File: config.mk
export PLATFORM = sky130hd
export DESIGN_NAME = program_loader
export DESIGN_NICKNAME = d
export VERILOG_FILES = /design/src/rtl/program_loader.sv
export SDC_FILE = /design/constraint.sdc
export NUM_CORES = 1
export LEC_CHECK = 0
export CAP_MARGIN = 40
export CELL_PAD_IN_SITES_DETAIL_PLACEMENT = 2
export CELL_PAD_IN_SITES_GLOBAL_PLACEMENT = 2
export CORE_MARGIN = 4
export CORE_UTILIZATION = 30
export DETAILED_ROUTE_END_ITERATION = 16
export GPL_ROUTABILITY_DRIVEN = 1
export PLACE_DENSITY = 0.76
export SETUP_SLACK_MARGIN = 0.3
export SLEW_MARGIN = 20
export SYNTH_ARGS = -nofsm -noshare
export SYNTH_HDL_FRONTEND = slang
export SYNTH_SLANG_ARGS = --single-unit
File: constraint.sdc
create_clock -name clk -period 2.31 [get_ports clk]
set_input_delay 0.231 -clock clk [delete_from_list [all_inputs] [get_ports clk]]
set_output_delay 0.231 -clock clk [all_outputs]
set_load 0.1 [all_outputs]
File: src/rtl/program_loader.sv
`timescale 1ns/1ps
// program_loader: accepts instruction words over valid/ready and shifts them out MSB first
// on the OneBitProcessor load pins (en / inReg[0]), pulsing done after PROG_LENGTH words.
module program_loader #(
  parameter int INSTRUCTION_LENGTH = 13,
  parameter int PROG_LENGTH        = 16,
  parameter int IDX_W              = 4,
  parameter int BIT_W              = 4
) (
  input  logic                          clk,
  input  logic                          reset,
  input  logic                          start,
  input  logic                          abort,
  input  logic                          word_valid,
  input  logic [INSTRUCTION_LENGTH-1:0] word_data,
  output logic                          word_ready,
  output logic [IDX_W-1:0]              word_index,
  output logic                          ser_en,
  output logic                          ser_data,
  output logic                          busy,
  output logic                          done
);

  typedef enum logic [1:0] {IDLE, WAIT_WORD, SHIFT, DONE} state_t;

  localparam logic [BIT_W-1:0] LAST_BIT  = BIT_W'(INSTRUCTION_LENGTH - 1);
  localparam logic [IDX_W-1:0] LAST_WORD = IDX_W'(PROG_LENGTH - 1);

  state_t                        state;
  logic [INSTRUCTION_LENGTH-1:0] shreg;
  logic [BIT_W-1:0]              bit_cnt;
  logic [IDX_W-1:0]              word_cnt;
  logic                          last_bit;
  logic                          last_word;

  assign last_bit   = (bit_cnt == LAST_BIT);
  assign last_word  = (word_cnt == LAST_WORD);
  assign word_index = word_cnt;

  // Ready depends only on state and counters so the host may make valid depend on ready.
  assign word_ready = (state == WAIT_WORD) ||
                      ((state == SHIFT) && last_bit && !last_word);

  // ser_data is loaded alongside shreg so it always mirrors the MSB about to leave.
  always_ff @(posedge clk) begin
    if (reset) begin
      state    <= IDLE;
      shreg    <= '0;
      bit_cnt  <= '0;
      word_cnt <= '0;
      ser_en   <= 1'b0;
      ser_data <= 1'b0;
      busy     <= 1'b0;
      done     <= 1'b0;
    end else begin
      done <= 1'b0;
      if (state == IDLE) begin
        if (start) begin
          state    <= WAIT_WORD;
          word_cnt <= '0;
          busy     <= 1'b1;
        end
      end else if (abort) begin
        state    <= IDLE;
        ser_en   <= 1'b0;
        ser_data <= 1'b0;
        busy     <= 1'b0;
      end else begin
        case (state)
          WAIT_WORD: begin
            if (word_valid) begin
              shreg    <= word_data;
              bit_cnt  <= '0;
              ser_en   <= 1'b1;
              ser_data <= word_data[INSTRUCTION_LENGTH-1];
              state    <= SHIFT;
            end
          end
          SHIFT: begin
            if (!last_bit) begin
              shreg    <= {shreg[INSTRUCTION_LENGTH-2:0], 1'b0};
              bit_cnt  <= bit_cnt + BIT_W'(1);
              ser_data <= shreg[INSTRUCTION_LENGTH-2];
            end else if (last_word) begin
              shreg    <= '0;
              ser_en   <= 1'b0;
              ser_data <= 1'b0;
              done     <= 1'b1;
              state    <= DONE;
            end else if (word_valid) begin
              shreg    <= word_data;
              bit_cnt  <= '0;
              word_cnt <= word_cnt + IDX_W'(1);
              ser_data <= word_data[INSTRUCTION_LENGTH-1];
            end else begin
              shreg    <= '0;
              word_cnt <= word_cnt + IDX_W'(1);
              ser_en   <= 1'b0;
              ser_data <= 1'b0;
              state    <= WAIT_WORD;
            end
          end
          DONE: begin
            busy  <= 1'b0;
            state <= IDLE;
          end
          default: begin
            state <= IDLE;
          end
        endcase
      end
    end
  end

endmodule

==> metrics.yaml, run 1 <==
status: "finished, final reports clean"
fin_worst_skew_ns: 0.00566
drtIter0Drc: 36
die_y_um: 77.2
clockRootBuffer: "clkbuf_8"
critPathLaunchType: "flop"
ir_worst_vdd_v: 0.000210
holdBufCountCts: 0
antenna_found_initial: 0
worstSkewPairLatency_ns: 0.28
drv_slew: 0
ys_top_cells_by_count: "dfxtp_1 (26), nor2_1 (16), nor3_1 (12)"
synth_compound_area_frac: 0.210
numCtsBuffers: 3
timing.fmax_mhz: 541
endpoint_kind: "flop"
synth-xor-area-share: 0.0122
critical_path.cell_chain: "inv_1, ha_1, nand4b_1, or3_1, o31ai_1"
syn-cell-area_um2: 1440
drt-pass1-iter-count: 5
r2r_start: "state[0]$_SDFFE_PP0P_"
die-area_um2: 5950
multi_input_area_um2: 811
dieWidth_um: 77.2
crit_start: "state[0]$_SDFFE_PP0P_"
synthSimpleGateAreaFrac: 0.265
dp.cells: 240
routed_wl_um: 4530
max_slew_margin: 0.714
regArea_um2: 527
ant_nets: 0
ys_seq_area_frac: 0.363
grt_pass1_wl_um: 7650
crit_required_ns: 2.50
synth_seq_cells: 26
nets: 221
ys_warn_count: 0
dpl.hpwl_um: 3310
yosysTopAreaCell: "dfxtp_1"
p_leak_nw: 0.664
netlist_instances: 164
synth-edff-count: 0
r2r-end: "word_index[0]$_SDFFE_PP0P_"
clkSlewWorstSetupHoldPaths_ns: 0.10
initial_core_util: 0.319
final_cell_count_no_fill: 246
synth_cell_types: 41
drc: 0
period_share: 0.800
setup_viol: 0
tritoncts: "done"
drv_cap: 0
power.density_nw_per_um2: 604
fin_util: 0.408
finalHoldWorstSlack_ns: 0.465
rsz0062_at_grt: "false"
async_reset_ff_frac: 0
wl_per_cell_um: 18.4
syn_to_final_growth_pct: 28.0
cp_max_fo: 9
worst_pin_slew_ns: 0.419
antennaDiodeCount: 0
gp_congestion: 0.873
clock-sinks: 26
p_total_mw: 1.11
arrival_ns: 2.04
holdPathStages: 2
synth.top_cell.area_share: 0.363
worstHoldPathType: "reg -> reg"
row_count: 24
fill_cells: 502
crit_type: "reg -> reg"
htreeDepth: 1
core-area_um2: 4500
yosys-mux-area-fraction: 0
avgSynthCellArea_um2: 8.75
finalHoldViolCount: 0
reg2reg_slack_ns: 0.46
synth_most_common_cell: "dfxtp_1"
yosys.area_share.adder: 0.0697
cpMaxStageDelayCell: "dfxtp_2"
max_stage_delay_ns: 0.41
synth.area.top_cells: "dfxtp_1 (36%), ha_1 (7.0%), a221oi_1 (6.7%), nor3_1 (4.2%), nor2_1 (4.2%)"
min_period_ns: 1.85
clk_path_buf_depth: 2
grt_usage: 0.159
grt_max_degree: 16
io_pins: 27
synth_top_family_by_area: "simple AND/OR/NAND/NOR gates"
synth-main-ff-cell: "dfxtp_1"
synth_fp_nets: 190
vias: 1407
portBuffers: 26
grt_pass1_vias: 1571
fin_tns_setup_ns: 0
overflow: 0
vias_per_cell: 5.72
final_layout_size_suffix_gt1_frac: 0.191
endpoint: "word_index[0]$_SDFFE_PP0P_"
reg2reg_depth: 5
## area by class of cell
type                    count  area share
clock buffers               3      0.0225
flip-flops and latches     26       0.287
well taps                  52      0.0354
clock inverters             1      0.0163
repair buffers             36       0.177
inverters                  10      0.0204
multi-input cells         118       0.441
## critical path: cells and delay by family, from the launching register on
family | cells | cell delay, ns
and+or+nand+nor | 2 | 0.72
buffers and inverters | 1 | 0.10
AOI/OAI and AO/OA | 1 | 0.20
DFF | 1 | 0.41
adders and majority gates | 1 | 0.33
## sequential cells by signal (all words and copies together), names as in the netlist
signal      cells
bit_cnt         4
busy            1
done            1
ser_data        1
ser_en          1
shreg          12
state           2
word_index      4
## cells by family (layout without fill, tap and decap cells)
| family | Yosys count | count (layout) |
|---|---|---|
| AO/OA/AOI/OAI | 39 | 39 |
| adder cells (fa/ha/maj) | 8 | 8 |
| XOR/XNOR | 2 | 2 |
| AND/OR/NAND/NOR | 69 | 69 |
| buffers and inverters | 20 | 50 |
| flip-flops | 26 | 26 |
## timing repair
item                       4_1_cts  5_1_grt
hold endpoints to repair         0        0
setup buffers                    0        2
setup endpoints to repair        1       12
gates resized for setup          0        1
pin swaps                        1        1
## cells in the final DEF (no fill, tap or decap), drive strengths merged, types with 4 or more instances in the layout
master / n
dfxtp: 26
buf: 19
clkdlybuf4s50: 17
nor2: 16
nor3: 12
a221oi: 11
inv: 10
nand3: 9
ha: 8
nand2b: 7
nand2: 6
a21oi: 6
o21ai: 5
nand4: 4
a211oi: 4
## worst min path at each step
stage | from | to | slack, ns
6_report | shreg[0]$_SDFFE_PP0P_ | shreg[0]$_SDFFE_PP0P_ | 0.46
5_1_grt | shreg[0]$_SDFFE_PP0P_ | shreg[0]$_SDFFE_PP0P_ | 0.52
4_1_cts | shreg[0]$_SDFFE_PP0P_ | shreg[0]$_SDFFE_PP0P_ | 0.47
3_5_place_dp | shreg[0]$_SDFFE_PP0P_ | shreg[0]$_SDFFE_PP0P_ | 0.46
3_3_place_gp | shreg[0]$_SDFFE_PP0P_ | shreg[0]$_SDFFE_PP0P_ | 0.45
2_1_floorplan | word_data[0] | shreg[0]$_SDFFE_PP0P_ | 0.38
## power by group
group          internal, mW  switching (mW)
clock                 0.232           0.158
sequential            0.466          0.0127
combinational        0.0885           0.151
## stage by stage
step                      instance area, um2  setup WS [ns]
after floorplan                         1450          0.441
after global placement                  1750          0.461
after detailed placement                1750          0.312
after CTS                               1820          0.308
after global routing                    1840          0.290
final                                   1840          0.461
## metal layers
layer,GRT usage,wire length [um],share of wire,vias up
li1,-,-,-,666
met1,0.178,1840,0.41,687
met2,0.297,2410,0.53,45
met3,0.0258,171,0.038,9
met4,0.0587,103,0.023,0
met5,0,0,0,-
Note: power is estimated with default switching activity, not from simulation.
==> inputs of run 2 (changes only) <==
- CORE_UTILIZATION: 30 -> 27
- PLACE_DENSITY: 0.76 -> 0.72
- clock period: 2.31 -> 1.7 ns (I/O delays scaled with it)
==> run 2 against run 1 <==
Compared with the run above: the flow now finishes with violations (setup timing); cell count grew 23%; global-route usage grew 2.4 points; sequential share of layout area shrank 8.5 points; combinational power grew 110%; sequential power grew 37%; setup slack lost 0.72 ns; critical endpoint is now state[0]$_SDFFE_PP0P_; largest cell class unchanged; highest routed layer unchanged.
==> metrics.yaml, run 2 (synthesis gave the netlist of run 1 again) <==
status: "finished with violations"
violations: "setup timing"
clockRootBuffer: "clkbuf_8"
numCtsBuffers: 3
core-area_um2: 5140
die_y_um: 80.9
critical_path.cell_chain: "inv_4, ha_4, nor2b_4, a222oi_1, buf_4, a21oi_1, a211oi_1"
portBuffers: 26
vias: 1604
antenna_found_initial: 0
drt-pass1-iter-count: 6
wl_per_cell_um: 24.5
vias_per_cell: 5.31
worstHoldPathType: "in -> reg"
initial_core_util: 0.279
die-area_um2: 6550
clock-sinks: 26
layout_common_cells: "buf_4 (41), dfxtp_1 (17), clkdlybuf4s50_1 (16)"
setup_slack_ns: -0.255
clkSlewWorstSetupHoldPaths_ns: 0.10
htreeDepth: 1
drc: 0
io_pins: 27
p_total_mw: 1.54
fin_worst_skew_ns: 0.00230
place_area_um2: 2010
largest_register: "shreg"
largest_register_ffs: 12
crit_required_ns: 1.84
worst_pin_slew_ns: 0.414
period_share: 1.15
fill_cells: 518
rsz0062_at_grt: "true"
final_cell_count_no_fill: 302
nets: 259
cp_max_fo: 7
grt_usage: 0.183
max_stage_delay_ns: 0.40
grt_pass1_vias: 1767
endpoint_kind: "flop"
antennaDiodeCount: 0
drv_slew: 0
drv_cap: 0
overflow: 0
finalHoldViolCount: 0
clk_path_buf_depth: 2
dpl.hpwl_um: 3650
fin_tns_setup_ns: -0.407
arrival_ns: 2.09
dp.cells: 265
dieWidth_um: 80.9
layout_commonest_cell: "buf_4"
timing.fmax_mhz: 512
cpMaxStageDelayCell: "dfxtp_4"
regArea_um2: 549
ant_nets: 0
gp_congestion: 0.785
power.density_nw_per_um2: 565
ir_worst_vdd_v: 0.000287
finalHoldWorstSlack_ns: 0.515
cp_top_family: "compound AO/OA/AOI/OAI gates"
syn_to_final_growth_pct: 89.8
grt_pass1_wl_um: 9160
tritoncts: "done"
p_leak_nw: 0.964
max_slew_margin: 0.723
min_period_ns: 1.95
multi_input_area_um2: 1280
reg2reg_slack_ns: -0.25
stdcell_area_um2: 2720
crit_type: "reg -> reg"
path_buf_inv: 2
row_count: 26
critPathLaunchType: "flop"
worstSkewPairLatency_ns: 0.28
final_layout_size_suffix_gt1_frac: 0.591
setup_viol: 6
grt_max_degree: 15
routed_wl_um: 7390
drtIter0Drc: 89
## run 2: cell types whose count changed in the layout (fill, tap and decap cells not counted), sizes merged
cell | before | now
clkbuf | 3 | 5
bufinv | 1 | 0
buf | 19 | 55
dlymetal6s2s | 0 | 1
and2 | 2 | 3
clkdlybuf4s50 | 17 | 16
## run 2: final cells by class
| cell class | count | area share |
|---|---|---|
| Inverter | 10 | 0.0175 |
| Sequential cell | 26 | 0.202 |
| Tap cell | 70 | 0.0322 |
| Clock buffer | 4 | 0.0165 |
| Multi-Input combinational cell | 119 | 0.469 |
| Timing Repair Buffer | 73 | 0.263 |
## run 2: power breakdown
group / total [mW] / switching [mW] / internal, mW
Clock: 0.386 / 0.217 / 0.168
Combinational: 0.498 / 0.296 / 0.203
Sequential: 0.656 / 0.0292 / 0.627
## run 2: stage by stage
stage               setup slack [ns]   util
global placement             -0.0753  0.391
CTS                           0.0630  0.449
global route                  -0.383  0.530
finish                        -0.255  0.530
detailed placement            -0.233  0.391
floorplan                     0.0795      -
## run 2: repair_timing
| action | 4_1_cts | 5_1_grt |
|---|---|---|
| buffers inserted | 15 | 15 |
| setup endpoints to repair | 25 | 26 |
| cloned | 1 | 2 |
| hold buffers | 0 | 0 |
| pin swaps | 17 | 26 |
| hold endpoints to repair | 0 | 0 |
| gates resized for setup | 28 | 53 |
## run 2: routing by layer
metal	GRT usage	wire (um)	up-vias
met4	0.0372	188	0
li1	-	-	742
met3	0.0222	195	17
met1	0.199	3130	801
met5	0	0	-
met2	0.371	3880	44
## run 2: final timing paths
path | from | end | cells past startpoint
max | state[0]$_SDFFE_PP0P_ | state[0]$_SDFFE_PP0P_ | 7
min | word_data[0] | shreg[0]$_SDFFE_PP0P_ | 3
max reg2reg | state[0]$_SDFFE_PP0P_ | state[0]$_SDFFE_PP0P_ | 7
min reg2reg | shreg[4]$_SDFFE_PP0P_ | shreg[4]$_SDFFE_PP0P_ | 2
## run 2: worst reg2reg max path, delay by kind of cell, from the launching register on
family | cells | cell delay, ns
compound gates | 3 | 0.83
fa+ha+maj | 1 | 0.19
buf+inv | 2 | 0.26
flops | 1 | 0.40
simple gates | 1 | 0.14
==> inputs of run 3 (changes only) <==
- clock period: 1.7 -> 1.6 ns (I/O delays scaled with it)
==> run 3 against run 2 <==
Compared with the run above: the run still ends with setup timing left; combinational power grew 10%; die area is the same; hold slack lost 0.083 ns; global-route usage grew 2.0 points; total power grew 9.1%; cell count grew 3.3%; sequential power grew 6.4%; clock power grew 12%; register-to-register slack gained 0.05 ns; via count grew 5.1%; critical path depth is the same; critical endpoint is now state[1]$_SDFFE_PP0P_.
==> metrics.yaml, run 3 (synthesis gave the netlist of run 1 again) <==
setup_viol: 25
hp-start: "word_data[0]"
layout_common_cells: "buf_4 (44), clkdlybuf4s50_1 (17), dfxtp_1 (16)"
initial_core_util: 0.279
gp_congestion: 0.824
drtIter0Drc: 67
worst_pin_slew_ns: 0.435
die-area_um2: 6550
violations: "setup timing"
clock-sinks: 26
drv_cap: 0
dpl.hpwl_um: 3810
htreeDepth: 1
p_leak_nw: 1.01
period_share: 1.13
cp_max_fo: 4
crit_start: "state[0]$_SDFFE_PP0P_"
overflow: 0
numCtsBuffers: 3
max_stage_delay_ns: 0.44
antennaDiodeCount: 0
p_total_mw: 1.68
critical_path.cell_chain: "inv_4, ha_4, nor2b_4, a222oi_1, buf_4, a211oi_1, a31o_2"
fin_worst_skew_ns: 0.0101
critPathLaunchType: "flop"
status: "finished with violations"
grt_max_degree: 25
syn_to_final_growth_pct: 94.6
dieWidth_um: 80.9
setup_slack_ns: -0.201
core-area_um2: 5140
clkSlewWorstSetupHoldPaths_ns: 0.10
worstHoldPathType: "in -> reg"
dp_slack_ns: -0.266
finalHoldViolCount: 0
grt_pass1_wl_um: 9850
ant_nets: 0
vias: 1686
largest_register_ffs: 12
rsz0062_at_grt: "true"
routed_wl_um: 7670
r2r_start: "state[0]$_SDFFE_PP0P_"
min_period_ns: 1.80
crit_type: "reg -> reg"
grt_pass1_vias: 1737
clk_path_buf_depth: 2
nets: 269
tritoncts: "done"
drv_slew: 0
largest_register: "shreg"
layout_commonest_cell: "buf_4"
fill_cells: 519
cpMaxStageDelayCell: "a222oi_1"
dp.cells: 271
drt-pass1-iter-count: 4
endpoint_kind: "flop"
final_layout_size_suffix_gt1_frac: 0.566
portBuffers: 26
crit_required_ns: 1.79
fin_util: 0.543
worstSkewPairLatency_ns: 0.30
timing.fmax_mhz: 555
drc: 0
final_cell_count_no_fill: 312
max_slew_margin: 0.710
antenna_found_initial: 0
power.density_nw_per_um2: 601
arrival_ns: 1.99
ir_worst_vdd_v: 0.000393
place_area_um2: 2110
grt_usage: 0.203
die_y_um: 80.9
io_pins: 27
clockRootBuffer: "clkbuf_8"
wl_per_cell_um: 24.6
vias_per_cell: 5.40
row_count: 26
stdcell_area_um2: 2790
run 3: layout make-up:
cell class	instances	area, um2	area share
timing repair buffer	83	862	0.309
inverter	10	45.0	0.0161
clock buffer	4	45.0	0.0161
multi-input combinational	119	1200	0.431
tap	70	87.6	0.0314
sequential	26	551	0.197
run 3: path summary, 6_finish.rpt:
check             depth (start not counted)                endpoint  slack (ns)
hold / removal                            3   shreg[0]$_SDFFE_PP0P_        0.43
setup / recovery                          7   state[1]$_SDFFE_PP0P_       -0.20
hold reg to reg                           2  shreg[11]$_SDFFE_PP0P_        0.53
setup reg to reg                          7   state[1]$_SDFFE_PP0P_       -0.20
run 3: what timing repair did:
item / 4_1_cts / 5_1_grt
resized for setup: 37 / 26
cloned: 2 / 2
setup endpoints to repair: 26 / 26
buffers inserted: 13 / 20
hold buffers: 0 / 0
pin swaps: 12 / 16
run 3: worst max-delay path, delay by kind of cell (launching register included):
| family | cells | cell delay [ns] |
|---|---|---|
| AND/OR/NAND/NOR | 1 | 0.13 |
| flip-flops | 1 | 0.39 |
| buffers and inverters | 2 | 0.25 |
| AO/OA/AOI/OAI | 3 | 0.76 |
| adder cells (fa/ha/maj) | 1 | 0.18 |
run 3: metal layers:
metal | track usage | wire length (um)
met5 | 0 | 0
met4 | 0.0625 | 234
met3 | 0.0266 | 200
met2 | 0.406 | 4190
met1 | 0.215 | 3040
run 3: metrics by stage:
stage                     setup TNS, ns  hold WS (ns)
final                             -2.23         0.432
after floorplan                  -0.115         0.305
after global routing              -3.72         0.458
after CTS                        -0.126         0.437
after detailed placement          -3.84         0.460
after global placement            -1.75         0.447
run 3: power by group:
group	total, mW	switching [mW]	internal [mW]
Clock	0.433	0.253	0.180
Sequential	0.698	0.0312	0.667
Combinational	0.549	0.308	0.240
Total	1.68	0.592	1.09
